[config.mk]
export PLATFORM = sky130hd
export DESIGN_NAME = reg_bank_stream_ctrl_flat
export DESIGN_NICKNAME = d
export VERILOG_FILES = /design/src/rtl/reg_bank_pkg.sv /design/src/rtl/reg_bank_stream_ctrl_if.sv /design/src/rtl/reg_bank_out_reg.sv /design/src/rtl/reg_bank_stream_ctrl.sv /design/src/flat_wrapper.sv
export SDC_FILE = /design/constraint.sdc
export NUM_CORES = 1
export LEC_CHECK = 0
export CORE_ASPECT_RATIO = 1.4
export CORE_MARGIN = 3
export CORE_UTILIZATION = 44
export DETAILED_ROUTE_END_ITERATION = 10
export PLACE_DENSITY = 0.85
export SKIP_LAST_GASP = 1
export SLEW_MARGIN = 20
export SYNTH_ARGS = -nofsm -noshare
export SYNTH_HDL_FRONTEND = slang
export SYNTH_HIERARCHICAL = 1
export SYNTH_SLANG_ARGS = --single-unit
[constraint.sdc]
create_clock -name clk -period 6.8 [get_ports clk]
set_clock_uncertainty 0.2 [all_clocks]
set_input_delay 1.36 -clock clk [delete_from_list [all_inputs] [get_ports clk]]
set_output_delay 1.36 -clock clk [all_outputs]
set_load 0.005 [all_outputs]
[src/rtl/reg_bank_pkg.sv]
// Shared widths, op encodings and FSM state type for the register-bank
// streaming controller.
package reg_bank_pkg;

    localparam int unsigned DATA_W = 8;
    localparam int unsigned ADDR_W = 3;
    localparam int unsigned DEPTH  = 2 ** ADDR_W;

    localparam logic OP_LOAD = 1'b0;
    localparam logic OP_DUMP = 1'b1;

    typedef enum logic [1:0] {
        StIdle,
        StLoad,
        StDump
    } state_e;

    // A command may move 1..DEPTH bytes.
    function automatic logic len_legal(input logic [ADDR_W:0] len);
        return (len != '0) && (32'(len) <= DEPTH);
    endfunction

endpackage

[src/rtl/reg_bank_stream_ctrl_if.sv]
// Command, load stream, dump stream and bank-port signals of the controller.
// The master modport is the controller's view; slave is its environment.
interface reg_bank_stream_ctrl_if;
    import reg_bank_pkg::*;

    logic              cmd_valid;
    logic              cmd_ready;
    logic              cmd_op;
    logic [ADDR_W-1:0] cmd_addr;
    logic [ADDR_W:0]   cmd_len;

    logic              s_valid;
    logic              s_ready;
    logic [DATA_W-1:0] s_data;

    logic              m_valid;
    logic              m_ready;
    logic [DATA_W-1:0] m_data;

    logic              rb_we;
    logic [ADDR_W-1:0] rb_waddr;
    logic [DATA_W-1:0] rb_wdata;
    logic [ADDR_W-1:0] rb_raddr;
    logic [DATA_W-1:0] rb_rdata;

    logic              busy;
    logic              err;

    modport master (
        input  cmd_valid, cmd_op, cmd_addr, cmd_len, s_valid, s_data, m_ready, rb_rdata,
        output cmd_ready, s_ready, m_valid, m_data, rb_we, rb_waddr, rb_wdata, rb_raddr,
        output busy, err
    );

    modport slave (
        output cmd_valid, cmd_op, cmd_addr, cmd_len, s_valid, s_data, m_ready, rb_rdata,
        input  cmd_ready, s_ready, m_valid, m_data, rb_we, rb_waddr, rb_wdata, rb_raddr,
        input  busy, err
    );

endinterface

[src/rtl/reg_bank_out_reg.sv]
// One-entry valid/ready holding register for the dump stream; data is held
// while valid is high and ready is low.
module reg_bank_out_reg #(
    parameter int unsigned Width = 8
) (
    input  logic             clk,
    input  logic             reset,
    input  logic             load,
    input  logic [Width-1:0] din,
    input  logic             ready,
    output logic             valid,
    output logic [Width-1:0] data
);

    logic             valid_q;
    logic [Width-1:0] data_q;

    always_ff @(posedge clk) begin
        if (reset) begin
            valid_q <= 1'b0;
            data_q  <= '0;
        end else if (load) begin
            valid_q <= 1'b1;
            data_q  <= din;
        end else if (ready) begin
            valid_q <= 1'b0;
        end
    end

    assign valid = valid_q;
    assign data  = data_q;

endmodule

[src/rtl/reg_bank_stream_ctrl.sv]
// Command-driven front end for the 8x8 register bank: LOAD streams bytes into
// consecutive bank addresses, DUMP streams consecutive registers out.
module reg_bank_stream_ctrl
    import reg_bank_pkg::*;
(
    input  logic                         clk,
    input  logic                         reset,
    reg_bank_stream_ctrl_if.master       bus
);

    localparam logic [ADDR_W:0] RemOne = (ADDR_W + 1)'(1);

    state_e            state_q, state_d;
    logic [ADDR_W-1:0] ptr_q, ptr_d;
    logic [ADDR_W:0]   rem_q, rem_d;
    logic              err_q, err_d;
    logic [ADDR_W-1:0] raddr_q;
    logic              accept;
    logic              out_load;

    always_comb begin
        state_d  = state_q;
        ptr_d    = ptr_q;
        rem_d    = rem_q;
        err_d    = 1'b0;
        out_load = 1'b0;
        accept   = bus.cmd_valid && bus.cmd_ready;

        unique case (state_q)
            StIdle: begin
                if (accept) begin
                    if (len_legal(bus.cmd_len)) begin
                        ptr_d = bus.cmd_addr;
                        rem_d = bus.cmd_len;
                        unique case (bus.cmd_op)
                            OP_LOAD: state_d = StLoad;
                            OP_DUMP: state_d = StDump;
                            default: state_d = StIdle;
                        endcase
                    end else begin
                        err_d = 1'b1;
                    end
                end
            end
            StLoad: begin
                if (bus.s_valid) begin
                    ptr_d = ptr_q + 1'b1;
                    rem_d = rem_q - 1'b1;
                    if (rem_q == RemOne) state_d = StIdle;
                end
            end
            StDump: begin
                out_load = (rem_q != '0) && (!bus.m_valid || bus.m_ready);
                if (out_load) begin
                    ptr_d = ptr_q + 1'b1;
                    rem_d = rem_q - 1'b1;
                end else if ((rem_q == '0) && bus.m_valid && bus.m_ready) begin
                    state_d = StIdle;
                end
            end
            default: state_d = StIdle;
        endcase
    end

    always_ff @(posedge clk) begin
        if (reset) begin
            state_q <= StIdle;
            ptr_q   <= '0;
            rem_q   <= '0;
            err_q   <= 1'b0;
            raddr_q <= '0;
        end else begin
            state_q <= state_d;
            ptr_q   <= ptr_d;
            rem_q   <= rem_d;
            err_q   <= err_d;
            raddr_q <= bus.rb_raddr;
        end
    end

    // Handshake outputs are gated by reset so an in-flight beat is not written.
    assign bus.cmd_ready = (state_q == StIdle) && !reset;
    assign bus.s_ready   = (state_q == StLoad) && !reset;
    assign bus.rb_we     = bus.s_ready && bus.s_valid;
    assign bus.rb_waddr  = ptr_q;
    assign bus.rb_wdata  = bus.s_ready ? bus.s_data : '0;
    assign bus.rb_raddr  = (state_q == StDump) ? ptr_q : raddr_q;
    assign bus.busy      = (state_q != StIdle);
    assign bus.err       = err_q;

    reg_bank_out_reg #(
        .Width (DATA_W)
    ) u_out_reg (
        .clk   (clk),
        .reset (reset),
        .load  (out_load),
        .din   (bus.rb_rdata),
        .ready (bus.m_ready),
        .valid (bus.m_valid),
        .data  (bus.m_data)
    );

endmodule

[src/flat_wrapper.sv]
// flat-port wrapper written by rule: the top's interface ports become plain ports
module reg_bank_stream_ctrl_flat import reg_bank_pkg::*;
  (clk, reset, bus_cmd_valid, bus_cmd_op, bus_cmd_addr, bus_cmd_len, bus_s_valid, bus_s_data, bus_m_ready, bus_rb_rdata, bus_cmd_ready, bus_s_ready, bus_m_valid, bus_m_data, bus_rb_we, bus_rb_waddr, bus_rb_wdata, bus_rb_raddr, bus_busy, bus_err);
  reg_bank_stream_ctrl_if bus_i ();
  input  logic clk;
  input  logic reset;
  input wire logic [$bits(bus_i.cmd_valid)-1:0] bus_cmd_valid;
  input wire logic [$bits(bus_i.cmd_op)-1:0] bus_cmd_op;
  input wire logic [$bits(bus_i.cmd_addr)-1:0] bus_cmd_addr;
  input wire logic [$bits(bus_i.cmd_len)-1:0] bus_cmd_len;
  input wire logic [$bits(bus_i.s_valid)-1:0] bus_s_valid;
  input wire logic [$bits(bus_i.s_data)-1:0] bus_s_data;
  input wire logic [$bits(bus_i.m_ready)-1:0] bus_m_ready;
  input wire logic [$bits(bus_i.rb_rdata)-1:0] bus_rb_rdata;
  output wire logic [$bits(bus_i.cmd_ready)-1:0] bus_cmd_ready;
  output wire logic [$bits(bus_i.s_ready)-1:0] bus_s_ready;
  output wire logic [$bits(bus_i.m_valid)-1:0] bus_m_valid;
  output wire logic [$bits(bus_i.m_data)-1:0] bus_m_data;
  output wire logic [$bits(bus_i.rb_we)-1:0] bus_rb_we;
  output wire logic [$bits(bus_i.rb_waddr)-1:0] bus_rb_waddr;
  output wire logic [$bits(bus_i.rb_wdata)-1:0] bus_rb_wdata;
  output wire logic [$bits(bus_i.rb_raddr)-1:0] bus_rb_raddr;
  output wire logic [$bits(bus_i.busy)-1:0] bus_busy;
  output wire logic [$bits(bus_i.err)-1:0] bus_err;
  assign bus_i.cmd_valid = bus_cmd_valid;
  assign bus_i.cmd_op = bus_cmd_op;
  assign bus_i.cmd_addr = bus_cmd_addr;
  assign bus_i.cmd_len = bus_cmd_len;
  assign bus_i.s_valid = bus_s_valid;
  assign bus_i.s_data = bus_s_data;
  assign bus_i.m_ready = bus_m_ready;
  assign bus_i.rb_rdata = bus_rb_rdata;
  assign bus_cmd_ready = bus_i.cmd_ready;
  assign bus_s_ready = bus_i.s_ready;
  assign bus_m_valid = bus_i.m_valid;
  assign bus_m_data = bus_i.m_data;
  assign bus_rb_we = bus_i.rb_we;
  assign bus_rb_waddr = bus_i.rb_waddr;
  assign bus_rb_wdata = bus_i.rb_wdata;
  assign bus_rb_raddr = bus_i.rb_raddr;
  assign bus_busy = bus_i.busy;
  assign bus_err = bus_i.err;
  reg_bank_stream_ctrl u_core (.clk(clk), .reset(reset), .bus(bus_i));
endmodule
==> flow_summary.json <==
{
  "outcome": "finished clean",
  "die_area_sq_um": 3520,
  "rsz0062_at_grt": "false",
  "hold_viol_final": 0,
  "grt_use_total_pct": 19.7,
  "seqPwrFrac_pct": 32.8,
  "seq_area_frac_synth_pct": 35.3,
  "period_minus_slack_ps": 5000,
  "holdPathStages": 2,
  "busiest_layer": "met2",
  "synthCells": 137,
  "die_h_um": 69.0,
  "worstPathMaxFanout": 21,
  "routed_wirelength_um": 3230,
  "crit_chain": "clkdlybuf4s50_1 > nor2b_1 > and2_1 > clkdlybuf4s50_1",
  "drtIter0Drc": 54,
  "worst-endpoint-required_ps": 5240,
  "drc": 0,
  "crit_arrival_ps": 3440,
  "max-vdd-ir-drop_mv": 0.186,
  "setup_viol": 0,
  "cts_setup_buffers": 0,
  "final.setup.tns_ps": 0,
  "async_flop_share_pct": 0,
  "grt_max_degree": 22,
  "final_nets": 226,
  "gp_congestion": 0.927,
  "ctsRootBufferMaster": "clkbuf_4",
  "use_met1_pct": 22.2,
  "cts_tree": "built",
  "p_leak_nw": 0.708,
  "worst_slew_margin_rel_pct": 49.6,
  "timing.final.crit_share_pct": 73.5,
  "viasPerCell": 5.42,
  "critical-path-slowest-cell": "clkdlybuf4s50_1",
  "max-cap-violations": 0,
  "clockBufferDepth": 2,
  "syn_area_per_cell_sq_um": 9.11,
  "fmax_mhz": 200,
  "report.final.slew_viol_count": 0,
  "antenna_found_initial": 0,
  "yosysWarnings": 6,
  "start_kind": "input port",
  "synth_cell_types": 38,
  "core-area_sq_um": 2670,
  "port_buffers": 56,
  "dieWidth_um": 51.0,
  "intPower_w": 0.000345,
  "crit_path_frequent_cell": "clkdlybuf4s50_1",
  "synth_edf_count": 0,
  "power.combinational.fraction_pct": 48.1,
  "worstMarginPinSlew_ps": 754,
  "io_pins": 57,
  "slowest_delay_ps": 790,
  "hpwl_um": 2520,
  "hold_path_class": "flip-flop to flip-flop",
  "clock-sinks": 22,
  "use_met3_pct": 6.26,
  "numCtsBuffers": 3,
  "synth_seq_cells": 22,
  "wl_per_cell_um": 14.3,
  "holdBufCountCts": 0,
  "grt_first_pass_wirelength_um": 5540,
  "vias": 1224,
  "cts_resized": 0,
  "dpl-instance-area_sq_um": 1800,
  "grt_use_met2_pct": 33.1,
  "switching_share_pct": 34.0,
  "area_delta_synth_final_pct": 48.7,
  "syn_nets": 172,
  "p_switching_w": 0.000178,
  "antenna_cells": 0,
  "antenna_left": 0,
  "syn_area_sq_um": 1250,
  "dr.pass1.iters": 4,
  "start_util_pct": 46.8,
  "clk-insertion-delay-late_ps": 310,
  "crit_type": "input port to output port",
  "worstSetupEndpointType": "output port",
  "ys.flop_type": "dfxtp_1",
  "placementRows": 22,
  "grt_overflow": 0,
  "clkPwrFrac_pct": 19.0,
  "clk_pin_slew_ps": 130,
  "final_cell_area_sq_um": 1860,
  "reg2regPathDepth": 6,
  "layout-drive-gt1-share_pct": 7.89,
  "htree_num_levels": 1,
  "grt_pass1_vias": 1247,
  "power.density_nw_per_um2": 282
}
per-stage QoR:
step / instances / setup slack [ps] / power (W) / utilization (%) / hold slack (ps)
2_1_floorplan: 137 / 3410 / 0.000336 / - / 268
3_3_place_gp: 222 / 1900 / 0.000413 / 67.6 / 279
3_5_place_dp: 222 / 1740 / 0.000423 / 67.6 / 282
4_1_cts: 226 / 1740 / 0.000525 / 69.5 / 319
5_1_grt: 226 / 1570 / 0.000557 / 69.5 / 355
6_report: 226 / 1800 / 0.000523 / 69.5 / 315
state kept, by name, indices dropped and copies added, names as in the netlist:
signal	count
u_core/bus.err	1
u_core/bus.rb_waddr	3
u_core/raddr_q	3
u_core/rem_q	4
u_core/state_q	2
u_core/u_out_reg/data	8
u_core/u_out_reg/valid	1
power groups by stage:
stage                     combinational (W)  clock [W]  sequential [W]
final                              0.000252  0.0000994        0.000172
after global routing               0.000275   0.000108        0.000175
after CTS                          0.000251   0.000103        0.000171
after detailed placement           0.000249          0        0.000174
after global placement             0.000240          0        0.000172
after floorplan                    0.000165          0        0.000171
worst max-delay path: cells and delay by family:
| family | cells | cell delay [ps] |
|---|---|---|
| and+or+nand+nor | 2 | 770 |
| buffers and inverters | 2 | 1290 |
cell usage in the layout (no fill, tap or decap), drive strengths merged, types with 2 or more instances in the layout:
cell,count
dfxtp,22
a31o,2
nor2,18
or3,2
o21ai,2
clkdlybuf4s50,56
mux2,5
mux2i,8
ha,6
a211oi,2
clkbuf,3
nand2b,3
o311ai,4
nor2b,2
a21o,2
inv,8
a21oi,2
and2,12
nor4,5
o31a,3
o31ai,2
nand2,6
o41ai,2
synthesized netlist by cell type, drive strengths merged, types with 2 or more instances:
cell / instances / share of area (%)
nor2: 18 / 5.4
mux2i: 8 / 6.4
o311ai: 4 / 2.8
a21oi: 2 / 0.80
nor2b: 2 / 1.0
o31ai: 2 / 1.2
nand2b: 3 / 1.5
mux2: 5 / 4.8
buf: 3 / 2.7
a211oi: 2 / 1.2
dfxtp: 22 / 35
a31o: 2 / 1.4
nand2: 6 / 1.8
ha: 6 / 6.0
and2: 12 / 6.0
o31a: 3 / 2.1
a21o: 2 / 1.2
nor4: 5 / 2.5
clkbuf: 4 / 1.3
o21ai: 2 / 0.80
o41ai: 2 / 2.6
inv: 8 / 2.4
or3: 2 / 1.4
metal layers:
metal / part of all wire (%) / routed length, um / vias up
met1: 37 / 1200 / 554
met2: 50 / 1630 / 73
met3: 11 / 348 / 10
met4: 1.8 / 59 / 0
met5: 0 / 0 / -
li1: - / - / 587
layout make-up:
cell class              instances  area, sq um
repair buffers                 56          561
multi-input cells              99          724
fillers                       210          813
clock inverters                 1         30.0
flip-flops and latches         22          440
well taps                      36         45.0
clock buffers                   3         22.5
inverters                       9         33.8
logic make-up after synthesis:
family | synth area share [%]
and+or+nand+nor | 22.7
adders and majority gates | 6.01
buffers and inverters | 6.71
DFF | 35.3
muxes | 11.2
AOI/OAI and AO/OA | 18.0
worst paths after layout:
check	from	slack (ps)	endpoint
max	reset	1800	bus_rb_wdata[3]
min	u_core/u_out_reg/data[4]	310	u_core/u_out_reg/data[4]
max reg2reg	u_core/rem_q[1]	4290	u_core/rem_q[1]
min reg2reg	u_core/u_out_reg/data[4]	310	u_core/u_out_reg/data[4]
Power figures use the tool's default switching activity.
